$ cat src/rtl/sram_axis_reader_pkg.sv
// Shared constants for the SRAM stream reader: SRAM geometry and the
// reader FSM state encoding.
package sram_axis_reader_pkg;

  localparam int NUM_SRAMS      = 8;
  localparam int MAX_ADDR_WIDTH = 12;
  localparam int SRAM_WIDTH_O   = 64;

  typedef enum logic [1:0] {
    RD_IDLE  = 2'd0,
    RD_READ  = 2'd1,
    RD_DRAIN = 2'd2,
    RD_DONE  = 2'd3
  } rd_state_t;

endpackage

$ cat src/rtl/sram_rd_fifo.sv
// Small synchronous FIFO holding {last, data} read returns. Push and pop in
// the same cycle are both honoured; the head entry is read straight from the
// storage array, so it stays stable until it is popped.
module sram_rd_fifo #(
  parameter int WIDTH = 65,
  parameter int DEPTH = 4
) (
  input  logic                       clk,
  input  logic                       rst,
  input  logic                       push,
  input  logic [WIDTH-1:0]           din,
  input  logic                       pop,
  output logic [WIDTH-1:0]           dout,
  output logic [$clog2(DEPTH):0]     count
);

  localparam int PW = $clog2(DEPTH);

  logic [WIDTH-1:0] mem [DEPTH];
  logic [PW-1:0]    wr_ptr;
  logic [PW-1:0]    rd_ptr;
  logic             pop_ok;

  // A pop on an empty FIFO is dropped so the pointers can never cross.
  assign pop_ok = pop && (count != '0);
  assign dout   = mem[rd_ptr];

  // Pointer and occupancy tracking.
  always_ff @(posedge clk) begin
    if (!rst) begin
      wr_ptr <= '0;
      rd_ptr <= '0;
      count  <= '0;
    end else begin
      if (push)   wr_ptr <= wr_ptr + 1'b1;
      if (pop_ok) rd_ptr <= rd_ptr + 1'b1;
      case ({push, pop_ok})
        2'b10:   count <= count + 1'b1;
        2'b01:   count <= count - 1'b1;
        default: count <= count;
      endcase
    end
  end

  // Storage write; contents need no reset because count gates validity.
  always_ff @(posedge clk) begin
    if (push) mem[wr_ptr] <= din;
  end

endmodule

$ cat src/rtl/sram_axis_reader.sv
// Streams a contiguous SRAM bank region out as an AXI4-Stream master.
// Reads are issued only when a FIFO slot is guaranteed for the returning
// word (fifo count + in-flight read < depth), so tready never reaches the
// SRAM enable combinationally and the FIFO cannot overflow.
// Optional macro SRAM_READER_PERF_EN builds the stall/beat counters.
//
// Stream handshake: a beat transfers on a cycle where m_axis_tvalid and
// m_axis_tready are both high; once tvalid is raised it stays high with
// tdata/tlast unchanged until that transfer happens.
module sram_axis_reader
  import sram_axis_reader_pkg::*;
#(
  parameter int DATA_WIDTH = SRAM_WIDTH_O,
  parameter int ADDR_WIDTH = MAX_ADDR_WIDTH,
  parameter int LEN_WIDTH  = 16,
  parameter int FIFO_DEPTH = 4
) (
  input  logic                  clk,
  input  logic                  rst,
  input  logic                  start_i,
  input  logic [2:0]            bank_idx_i,
  input  logic [ADDR_WIDTH-1:0] base_addr_i,
  input  logic [LEN_WIDTH-1:0]  len_i,
  output logic                  busy_o,
  output logic                  done_o,
  output logic                  sram_out_en,
  output logic [2:0]            sram_out_idx,
  output logic [ADDR_WIDTH-1:0] sram_out_addr,
  input  logic [DATA_WIDTH-1:0] sram_out_data,
  input  logic                  sram_out_stall,
  output logic [DATA_WIDTH-1:0] m_axis_tdata,
  output logic                  m_axis_tvalid,
  input  logic                  m_axis_tready,
  output logic                  m_axis_tlast,
  output logic [31:0]           perf_stall_cycles_o,
  output logic [31:0]           perf_beats_o,
  output logic [1:0]            state_o
);

  localparam int CW = $clog2(FIFO_DEPTH) + 1;

  rd_state_t             state;
  logic [2:0]            bank_q;
  logic [ADDR_WIDTH-1:0] addr_q;
  logic [LEN_WIDTH-1:0]  remaining;
  logic                  inflight;
  logic                  inflight_last;
  logic                  busy_q;
  logic                  done_q;

  logic [CW-1:0]         fifo_count;
  logic [DATA_WIDTH:0]   fifo_dout;
  logic                  fifo_valid;
  logic                  pop;
  logic [CW:0]           used;
  logic                  rd_en;
  logic                  last_issue;

  assign fifo_valid = (fifo_count != '0);
  assign pop        = fifo_valid && m_axis_tready;
  assign used       = {1'b0, fifo_count} + {{CW{1'b0}}, inflight};
  assign rd_en      = (state == RD_READ) && (used < (CW+1)'(FIFO_DEPTH)) && !sram_out_stall;
  assign last_issue = (remaining == LEN_WIDTH'(1));

  // Command FSM: latch the request, walk the address range, then wait for
  // the stream to empty before the completion pulse.
  always_ff @(posedge clk) begin
    if (!rst) begin
      state     <= RD_IDLE;
      bank_q    <= '0;
      addr_q    <= '0;
      remaining <= '0;
      busy_q    <= 1'b0;
      done_q    <= 1'b0;
    end else begin
      case (state)
        RD_IDLE: begin
          if (start_i) begin
            bank_q    <= bank_idx_i;
            addr_q    <= base_addr_i;
            remaining <= len_i;
            if (len_i == '0) begin
              state  <= RD_DONE;
              done_q <= 1'b1;
            end else begin
              state  <= RD_READ;
              busy_q <= 1'b1;
            end
          end
        end
        RD_READ: begin
          if (rd_en) begin
            addr_q    <= addr_q + 1'b1;
            remaining <= remaining - 1'b1;
            if (last_issue) state <= RD_DRAIN;
          end
        end
        RD_DRAIN: begin
          // Finish on the cycle the final beat leaves so done follows it directly.
          if (!inflight && (fifo_count == '0 || (fifo_count == CW'(1) && pop))) begin
            state  <= RD_DONE;
            done_q <= 1'b1;
            busy_q <= 1'b0;
          end
        end
        default: begin
          done_q <= 1'b0;
          state  <= RD_IDLE;
        end
      endcase
    end
  end

  // One-cycle read latency tracker; the returning word is pushed next cycle.
  always_ff @(posedge clk) begin
    if (!rst) begin
      inflight      <= 1'b0;
      inflight_last <= 1'b0;
    end else begin
      inflight      <= rd_en;
      inflight_last <= rd_en && last_issue;
    end
  end

  sram_rd_fifo #(
    .WIDTH (DATA_WIDTH + 1),
    .DEPTH (FIFO_DEPTH)
  ) u_fifo (
    .clk   (clk),
    .rst   (rst),
    .push  (inflight),
    .din   ({inflight_last, sram_out_data}),
    .pop   (pop),
    .dout  (fifo_dout),
    .count (fifo_count)
  );

  assign busy_o        = busy_q;
  assign done_o        = done_q;
  assign sram_out_en   = rd_en;
  assign sram_out_idx  = bank_q;
  assign sram_out_addr = rd_en ? addr_q : '0;
  assign m_axis_tvalid = fifo_valid;
  assign m_axis_tdata  = fifo_valid ? fifo_dout[DATA_WIDTH-1:0] : '0;
  assign m_axis_tlast  = fifo_valid && fifo_dout[DATA_WIDTH];
  assign state_o       = state;

`ifdef SRAM_READER_PERF_EN
  logic [31:0] stall_cnt;
  logic [31:0] beat_cnt;

  // Free-running stream counters, cleared only by reset.
  always_ff @(posedge clk) begin
    if (!rst) begin
      stall_cnt <= '0;
      beat_cnt  <= '0;
    end else begin
      if (fifo_valid && !m_axis_tready) stall_cnt <= stall_cnt + 1'b1;
      if (pop)                          beat_cnt  <= beat_cnt + 1'b1;
    end
  end

  assign perf_stall_cycles_o = stall_cnt;
  assign perf_beats_o        = beat_cnt;
`else
  assign perf_stall_cycles_o = '0;
  assign perf_beats_o        = '0;
`endif

endmodule

$ cat config.mk
export PLATFORM = sky130hd
export DESIGN_NAME = sram_axis_reader
export DESIGN_NICKNAME = d
export VERILOG_FILES = /design/src/rtl/sram_axis_reader_pkg.sv /design/src/rtl/sram_rd_fifo.sv /design/src/rtl/sram_axis_reader.sv
export SDC_FILE = /design/constraint.sdc
export NUM_CORES = 1
export LEC_CHECK = 0
export ABC_AREA = 1
export CAP_MARGIN = 20
export CORE_MARGIN = 3
export CORE_UTILIZATION = 48
export CTS_CLUSTER_SIZE = 30
export DETAILED_ROUTE_END_ITERATION = 16
export GPL_ROUTABILITY_DRIVEN = 0
export PLACE_DENSITY = 0.79
export SLEW_MARGIN = 5
export SYNTH_ARGS = -nofsm -noshare
export SYNTH_HDL_FRONTEND = slang
export SYNTH_SLANG_ARGS = --single-unit
$ cat constraint.sdc
create_clock -name clk -period 2.4 [get_ports clk]
set_input_delay 0.24 -clock clk [delete_from_list [all_inputs] [get_ports clk]]
set_output_delay 0.24 -clock clk [all_outputs]
set_load 0.05 [all_outputs]
==> flow_metrics.tcl <==
set metrics [dict create \
    cts_tree "built" \
    total_leakage_power_nw 6.26 \
    num_io_pins 250 \
    grt_pass1_wl_mm 51.0 \
    die_h_um 174 \
    postRouteAntennaNets 0 \
    final_cells 1922 \
    yosysTopAreaCell "edfxtp_1" \
    whs_endpoint "sram_out_idx[2]" \
    arrival_ns 2.09 \
    peakVddDrop_uv 722 \
    slew_headroom_pct 63.9 \
    worstHoldStart "bank_idx_i[2]" \
    grt_max_degree 85 \
    gr-total-overflow 0 \
    core_area_um2 27300 \
    wl_mm 32.2 \
    cts-root-buf "clkbuf_16" \
    worst_path_max_delay_cell "dfxtp_4" \
    initial_core_util_pct 49.5 \
    io_buffers 185 \
    viasPerCell 5.20 \
    placedCellCount 1857 \
    holdPathStages 3 \
    die_w_um 174 \
    hold_viol 0 \
    vias 9986 \
    clock_latency_ns 0.56 \
    drive_gt1_share_pct 12.2 \
    crit_chain "clkinv_4 -> buf_16 -> o21ai_0 -> a21oi_1 -> buf_4" \
    start_kind "flip-flop" \
    fmax_mhz 430 \
    netlist_area_um2 13500 \
    async_reset_ff_share_pct 0 \
    synthToLayoutAreaGrowth_pct 23.5 \
    finalCritPeriodShare_pct 96.9 \
    p_per_area_nw_per_um2 1200 \
    r2r_end "u_fifo.count[2]" \
    synth.distinct_cells 29 \
    drtIter0Drc 845 \
    ys_seq_area_share_pct 64.7 \
    required_ns 2.16 \
    status "complete, no violations" \
    htree_levels 1 \
    yosysMostFrequentCell "nor2_1" \
    cpPeakStageDelay_ns 0.48 \
    grt_pass1_vias 9805 \
    setup_viol 0 \
    wl_per_cell_um 16.7 \
    synth_cells 1336 \
    dp_hpwl_mm 20.3 \
    fin_total_pwr_mw 20.0 \
    grt_usage_pct 20.8 \
    yosys_warnings 0 \
    synth_seq_cells 306 \
    holdWs_ns 0.317 \
    clock_path_buffers 3 \
    endpoint_kind "primary output" \
    reg2reg_slack_ns 0.23 \
    hp-class "primary input to flip-flop" \
    finalClockSkew_ns 0.0138 \
    cts.reportedPaths.clkPinSlew_ns 0.06 \
    syn_avg_cell_area_um2 10.1 \
    drv_cap 0 \
    path_max_fanout 84 \
    yosysTopAreaCellShare_pct 57.9 \
    finalCriticalPeriod_ns 2.33 \
    antenna_found_initial 1 \
    numCtsBuffers 31 \
    synth_ff_type "edfxtp_1" \
    rsz0062_at_grt "true" \
    maxSlewViolCount 0 \
    rr_startpoint "u_fifo.count[1]" \
    tightest_slew_ns 0.541 \
    cts_num_sinks 306 \
    drcViolationCount 0 \
    rows 60 \
    synth_area_leaders "edfxtp_1, nor2_1, dfxtp_1" \
    synth_edf_count 260 \
    drtPass1Iterations 5 \
    synth_commonest_cells "nor2_1, edfxtp_1, o21ai_0, nand2_1, a21oi_1" \
    die_area_um2 30100 \
    path_class "flip-flop to primary output" \
    reg2reg_depth 13 \
    nNetsFinal 1641 \
]
-- how the worst max path moves through the flow --
| stage | endpoint | slack (ns) | cells past startpoint |
|---|---|---|---|
| 5_1_grt | m_axis_tdata[42] | -0.03 | 5 |
| 6_report | m_axis_tdata[48] | 0.07 | 5 |
| 4_1_cts | m_axis_tdata[21] | 0.004 | 6 |
| 3_5_place_dp | u_fifo.count[2] | -0.20 | 12 |
| 3_3_place_gp | u_fifo.count[2] | -0.12 | 12 |
| 2_1_floorplan | u_fifo.mem[2][0] | 0.11 | 4 |
-- cells in the final DEF, fill, tap and decap left out, drive strengths merged, types with 32 or more instances in the layout --
master         count
edfxtp           260
nand2            142
nor2             368
inv               59
clkbuf            37
a21oi            102
conb              64
clkdlybuf4s50    106
o21ai            160
nand3             32
buf              117
dfxtp             46
-- flip-flops by register name, summed over array words and instances, names as in the netlist, named ones only --
name	count
u_fifo.wr_ptr	2
done_o	1
sram_out_idx	3
u_fifo.count	3
addr_q	12
remaining	16
state_o	2
inflight	1
busy_o	1
inflight_last	1
u_fifo.rd_ptr	2
u_fifo.mem	260
-- power breakdown --
part	internal [mW]	leakage (nW)	switching, mW
logic	2.61	3.06	6.22
clock network	2.64	0.479	1.91
registers	6.19	2.72	0.366
total	11.4	6.26	8.50
-- through the flow --
stage | TNS (ns) | setup slack [ns] | area (µm²) | util, %
6_report | 0 | 0.0737 | 16700 | 61.1
3_3_place_gp | -0.116 | -0.116 | 15600 | 57.1
4_1_cts | 0 | 0.00415 | 16600 | 61.0
3_5_place_dp | -0.235 | -0.195 | 15600 | 57.1
5_1_grt | -0.177 | -0.0286 | 16700 | 61.1
2_1_floorplan | 0 | 0.112 | 13700 | -
-- worst max-delay path, delay by kind of cell (launching register included) --
family | cells | cell delay (ns)
buf+inv | 3 | 0.60
compound gates | 2 | 0.41
flops | 1 | 0.48
-- area by class of cell --
class	count	area, µm²
Fill cell	2153	10600
Sequential cell	306	8730
Multi-Input combinational cell	904	4040
Timing Repair Buffer	223	2220
Clock buffer	37	818
Tap cell	372	465
Inverter	59	229
Clock inverter	20	160
Antenna cell	1	2.50
-- per-layer routing --
layer | vias to the layer above | wire length [µm] | global-route usage [%]
met5 | - | 0 | 0
met4 | 0 | 896 | 6.47
met3 | 68 | 2670 | 4.60
met2 | 417 | 15600 | 35.7
met1 | 4716 | 13000 | 26.6
li1 | 4785 | - | -
-- cell families after synthesis --
family	synth area share (%)
other	0.0278
adder cells (fa/ha/maj)	1.48
buffers and inverters	7.46
AND/OR/NAND/NOR	15.9
XOR/XNOR	0.130
flip-flops	64.7
AO/OA/AOI/OAI	10.2
-- what timing repair did --
item                                    CTS  global route
pin swaps                                 1             2
buffers inserted                          3             2
hold buffers                              0             0
endpoints found under the setup margin   68            49
cloned                                    2             0
gates resized for setup                   6            20
Note: power is estimated with default switching activity, not from simulation.
